### config.mk
export PLATFORM = sky130hd
export DESIGN_NAME = puf_eval_ctrl
export DESIGN_NICKNAME = d
export VERILOG_FILES = /design/src/rtl/puf_ctrl_pkg.sv /design/src/rtl/sync_2ff.sv /design/src/rtl/puf_eval_ctrl.sv
export SDC_FILE = /design/constraint.sdc
export NUM_CORES = 1
export LEC_CHECK = 0
export CORE_ASPECT_RATIO = 1.4
export CORE_MARGIN = 2
export CORE_UTILIZATION = 47
export CTS_CLUSTER_SIZE = 14
export DETAILED_ROUTE_END_ITERATION = 16
export MAX_ROUTING_LAYER = met4
export PLACE_DENSITY = 0.73
export SYNTH_ARGS = -nofsm -noshare
export SYNTH_HDL_FRONTEND = slang
export SYNTH_SLANG_ARGS = --single-unit
### constraint.sdc
create_clock -name clk -period 4.9 [get_ports clk]
set_input_delay 0.49 -clock clk [delete_from_list [all_inputs] [get_ports clk]]
set_output_delay 0.49 -clock clk [all_outputs]
set_load 0.1 [all_outputs]
### src/rtl/puf_ctrl_pkg.sv
// Shared types and defaults for the arbiter-PUF evaluation sequencer.
// VOTES follows PUF_MAJORITY_VOTE_EN: 3 races per bit when defined, otherwise 1.
package puf_ctrl_pkg;

    localparam int CHAL_W_DEF     = 32;
    localparam int RESP_W_DEF     = 8;
    localparam int SETTLE_CYC_DEF = 4;

`ifdef PUF_MAJORITY_VOTE_EN
    localparam int VOTES = 3;
`else
    localparam int VOTES = 1;
`endif

    typedef enum logic [2:0] {
        S_IDLE   = 3'd0,
        S_CLEAR  = 3'd1,
        S_LAUNCH = 3'd2,
        S_SETTLE = 3'd3,
        S_SAMPLE = 3'd4,
        S_DONE   = 3'd5
    } puf_state_e;

    // Bit index width; a single-bit response still gets a 1-bit index.
    function automatic int idx_width(input int n);
        return (n > 1) ? $clog2(n) : 1;
    endfunction

endpackage

### src/rtl/sync_2ff.sv
// Two-stage synchroniser bringing the asynchronous arbiter output into clk.
module sync_2ff (
    input  logic clk,
    input  logic clr,
    input  logic d,
    output logic q
);

    logic meta;

    always_ff @(posedge clk) begin
        if (clr) begin
            meta <= 1'b0;
            q    <= 1'b0;
        end else begin
            meta <= d;
            q    <= meta;
        end
    end

endmodule

### src/rtl/puf_eval_ctrl.sv
// Sequencer for one arbiter-PUF channel: clear, launch, settle, sample per response bit.
// Optional build macro PUF_MAJORITY_VOTE_EN races each bit three times and takes a majority.
module puf_eval_ctrl
    import puf_ctrl_pkg::*;
#(
    parameter int CHAL_W     = CHAL_W_DEF,
    parameter int RESP_W     = RESP_W_DEF,
    parameter int SETTLE_CYC = SETTLE_CYC_DEF
) (
    input  logic              clk,
    input  logic              clr,
    input  logic              start,
    input  logic [CHAL_W-1:0] chal_in,
    output logic              busy,
    output logic [RESP_W-1:0] resp,
    output logic              resp_valid,
    output logic [CHAL_W-1:0] puf_chal,
    output logic              arb_clr,
    output logic              launch,
    input  logic              arb_q,
    output puf_state_e        dbg_state
);

    localparam int IDX_W = idx_width(RESP_W);
    localparam int CNT_W = $clog2(SETTLE_CYC + 1);
    localparam logic [IDX_W-1:0] IDX_LAST = IDX_W'(RESP_W - 1);

    // Request handshake: start is a request that is taken only when the sequencer
    // is idle (busy=0); while busy=1 start is dropped, and resp_valid marks completion.

    puf_state_e        state;
    puf_state_e        state_next;
    logic [CHAL_W-1:0] chal_lat;
    logic [IDX_W-1:0]  idx;
    logic [CNT_W-1:0]  cnt;
    logic              arb_s;
    logic              last_bit;
    logic              last_race;
    logic              bit_val;
    logic [RESP_W-1:0] resp_upd;

    function automatic logic [CHAL_W-1:0] rotl(input logic [CHAL_W-1:0] v, input int n);
        logic [2*CHAL_W-1:0] d;
        d = {v, v} << (n % CHAL_W);
        return d[2*CHAL_W-1:CHAL_W];
    endfunction

    sync_2ff u_sync (
        .clk (clk),
        .clr (clr),
        .d   (arb_q),
        .q   (arb_s)
    );

    assign last_bit  = (idx == IDX_LAST);
    assign dbg_state = state;

`ifdef PUF_MAJORITY_VOTE_EN
    logic [1:0] race;
    logic [1:0] votes;

    assign last_race = (race == 2'(VOTES - 1));
    // votes holds the ones seen in the first two races; the third decides a tie.
    assign bit_val   = (votes == 2'd2) || ((votes == 2'd1) && arb_s);

    always_ff @(posedge clk) begin
        if (clr || (state == S_IDLE)) begin
            race  <= 2'd0;
            votes <= 2'd0;
        end else if (state == S_SAMPLE) begin
            if (last_race) begin
                race  <= 2'd0;
                votes <= 2'd0;
            end else begin
                race  <= race + 2'd1;
                votes <= votes + {1'b0, arb_s};
            end
        end
    end
`else
    assign last_race = 1'b1;
    assign bit_val   = arb_s;
`endif

    always_comb begin
        resp_upd = resp;
        for (int b = 0; b < RESP_W; b++) begin
            if (idx == IDX_W'(b)) resp_upd[b] = bit_val;
        end
    end

    always_comb begin
        state_next = state;
        case (state)
            S_IDLE:   if (start) state_next = S_CLEAR;
            S_CLEAR:  state_next = S_LAUNCH;
            S_LAUNCH: state_next = S_SETTLE;
            S_SETTLE: if (cnt == '0) state_next = S_SAMPLE;
            S_SAMPLE: state_next = (last_race && last_bit) ? S_DONE : S_CLEAR;
            S_DONE:   state_next = S_IDLE;
            default:  state_next = S_IDLE;
        endcase
    end

    // Control outputs are registered from the next state so the arbiter sees clean pulses.
    always_ff @(posedge clk) begin
        if (clr) begin
            state      <= S_IDLE;
            busy       <= 1'b0;
            arb_clr    <= 1'b0;
            launch     <= 1'b0;
            resp_valid <= 1'b0;
        end else begin
            state      <= state_next;
            busy       <= (state_next != S_IDLE);
            arb_clr    <= (state_next == S_CLEAR);
            launch     <= (state_next == S_LAUNCH);
            resp_valid <= (state_next == S_DONE);
        end
    end

    always_ff @(posedge clk) begin
        if (clr) begin
            chal_lat <= '0;
            puf_chal <= '0;
            idx      <= '0;
            cnt      <= '0;
            resp     <= '0;
        end else begin
            case (state)
                S_IDLE: begin
                    if (start) begin
                        chal_lat <= chal_in;
                        puf_chal <= chal_in;
                        idx      <= '0;
                        resp     <= '0;
                    end
                end
                S_LAUNCH: cnt <= CNT_W'(SETTLE_CYC - 1);
                S_SETTLE: if (cnt != '0) cnt <= cnt - 1'b1;
                S_SAMPLE: begin
                    // The challenge only advances once every race of the current bit is done.
                    if (last_race) begin
                        resp <= resp_upd;
                        if (!last_bit) begin
                            idx      <= idx + 1'b1;
                            puf_chal <= rotl(chal_lat, int'(idx) + 1);
                        end
                    end
                end
                default: ;
            endcase
        end
    end

endmodule

==> metrics.cfg <==
[synth]
yosysWarnings=0
ys_types=40
yosys_register_bits=87
synth.cell_area_sq_mm=0.004896
seq_area_frac_synth=0.3557
ys_async_sr_fraction=0
yosys_most_used_dff=dfxtp_1
synth-edff-count=0
syn_nets=560
syn_avg_cell_area_sq_um=9.488
netlist_instances=516

[cts]
clk_latency_ns=0.34
cts_buffers=9
cts_root_buf=clkbuf_16
post_cts_buffers=0
cts_resized=0
cts_tree=yes
clockBufferDepth=2
cts_hold_buf=0
h-tree-depth=3
clk_pin_slew_ns=0.06
clkSinkCount=87

[setup_path]
crit_arrival_ns=3.37
crit_chain=inv_1, ha_2, mux4_2, a221oi_1, a211oi_1
cp_max_fo=39
cp-start-kind=register
reg2reg_depth=5
end_kind=register
cp_slowest_stage_delay_ns=1.09
cp.required_ns=5.08
crit_slowest_cell=ha_2
crit_type=register to register

[power_and_ir_drop]
power.switching_mw=0.9091
switching_share=0.4021
pwr-share-seq=0.384
ir_drop_v=0.0001919
power_leakage_nw=1.945
combPwrFrac=0.348
cellPowerDensity_mw_per_mm2=381.4
clkPwrFrac=0.267
intPower_mw=1.352

[min_path]
whs_path_depth=1
hold_class=register to register

[route]
drt-total-wl_mm=14.96
drc_errors=0
drt-pass1-iter-count=6
routedWlPerCell_microns=21.30
drtAntennaViolNets=0
vias_per_cell=6.618
drt_iter0_markers=496
vias=4646

[floorplanning]
core_sq_mm=0.01024
pin_count=83
die_area_sq_mm=0.01126
rows=44
die_height_microns=124.8
start_util=0.4781
die_w_microns=90.26

[global_routing]
top_usage_layer=met2
use_met1=0.3450
grt_usage=0.2722
grt_pass1_vias=4363
grt_pass1_wl_mm=23.78
globalRouteOverflowTotal=0
grt_start_max_net_pins=51
grt_util_met3=0.04900
antenna_found_initial=0
grt_util_met2=0.4290

[finish]
finalNetCount=605
drive_gt1_frac=0.1170
layoutNonFillerInstCount=702
areaGrowthSynthToFinish_pct=21.06
final_common_cell=dfxtp_1
final_cell_mix=87 x dfxtp_1, 81 x clkdlybuf4s50_1, 77 x nand2_1
diodes=0

[placed_design]
io_buffers=82
place_hpwl_mm=10.01
place_inst=688
place_congestion=0.9730

[sta]
setup_viol=0
hold_viol=0
fin_crit_ns=3.193
rsz0062_at_grt=false
fin_skew_ns=0.007752
tightest_slew_ns=1.228
final-max-slew-violation-count=0
fin_tns_setup_ns=0
slew_headroom=0.1814
finalCritPeriodShare=0.6516
max_clock_freq_mhz=313.2

[run]
max_cap_viol_count=0

[run_status]
outcome=completed

[through the flow]
stage	hold WS [ns]	area [sq um]	utilization	setup WS, ns	total power, mW
after global routing	0.4701	5927	0.5788	1.465	2.338
after floorplan	0.4138	4896	-	2.345	1.446
after CTS	0.4477	5927	0.5788	1.699	2.258
final	0.4418	5927	0.5788	1.707	2.261
after detailed placement	0.4344	5680	0.5547	1.707	1.661
after global placement	0.4211	5680	0.5547	1.789	1.650
[worst max-delay path, delay by kind of cell (launching register included)]
family,cells,cell delay (ns)
adders and majority gates,1,1.09
DFF,1,0.68
muxes,1,0.68
AOI/OAI and AO/OA,2,0.45
buffers and inverters,1,0.11
[layout make-up]
| cell class | instances | area [sq um] |
|---|---|---|
| multi-input combinational | 368 | 2863 |
| fill | 932 | 4313 |
| sequential | 87 | 1742 |
| timing repair buffer | 89 | 880.8 |
| tap | 138 | 172.7 |
| clock inverter | 2 | 10.01 |
| clock buffer | 12 | 236.5 |
| inverter | 6 | 22.52 |
[cells by family after synthesis]
group,Yosys count,share of synthesized area
buffers and inverters,61,0.06159
and+or+nand+nor,158,0.1472
adders and majority gates,8,0.02045
DFF,87,0.3557
muxes,40,0.1840
AOI/OAI and AO/OA,162,0.2310
[power by group through the flow]
stage / Sequential [mW] / Combinational [mW] / Clock [mW]
after floorplan: 1.18 / 0.271 / 0
after global placement: 0.877 / 0.773 / 0
after detailed placement: 0.880 / 0.781 / 0
after CTS: 0.866 / 0.783 / 0.609
after global routing: 0.877 / 0.823 / 0.638
final: 0.869 / 0.787 / 0.605
[synthesized netlist by cell type, types with 6 or more instances]
| cell | instances | area, sq um |
|---|---|---|
| dfxtp_1 | 87 | 1742 |
| nand2_1 | 77 | 289.0 |
| a21oi_1 | 48 | 240.2 |
| mux4_2 | 40 | 900.9 |
| nor2_1 | 40 | 150.1 |
| a211oi_1 | 30 | 225.2 |
| a22oi_1 | 28 | 210.2 |
| a221oi_1 | 27 | 236.5 |
| buf_2 | 27 | 135.1 |
| clkbuf_1 | 19 | 71.32 |
| nand3_1 | 10 | 50.05 |
| nor2b_1 | 10 | 62.56 |
| a32oi_1 | 8 | 70.07 |
| ha_1 | 8 | 100.1 |
| a31oi_1 | 6 | 37.54 |
| inv_1 | 6 | 22.52 |
| nand4_1 | 6 | 37.54 |
| o21ai_0 | 6 | 30.03 |
[sequential cells by signal (all words and copies together), names as in the netlist]
name / count
arb_clr: 1
busy: 1
chal_lat: 32
cnt: 3
dbg_state: 3
idx: 3
launch: 1
puf_chal: 32
resp: 8
resp_valid: 1
u_sync.meta: 1
u_sync.q: 1
[worst paths after layout]
kind,startpoint,end,slack [ns]
worst max-delay path,idx[2]$_SDFFE_PP0P_,puf_chal[11]$_SDFFE_PP0P_,1.71
worst min-delay path,u_sync.meta$_SDFF_PP0_,u_sync.q$_SDFF_PP0_,0.44
worst max register to register,idx[2]$_SDFFE_PP0P_,puf_chal[11]$_SDFFE_PP0P_,1.71
worst min register to register,u_sync.meta$_SDFF_PP0_,u_sync.q$_SDFF_PP0_,0.44
[per-layer routing]
| metal | wire (microns) | vias to the layer above |
|---|---|---|
| met3 | 1185 | 51 |
| met2 | 7485 | 293 |
| met4 | 555 | 0 |
| li1 | - | 2053 |
| met5 | 0 | - |
| met1 | 5728 | 2249 |
(Power assumes the default switching activity.)
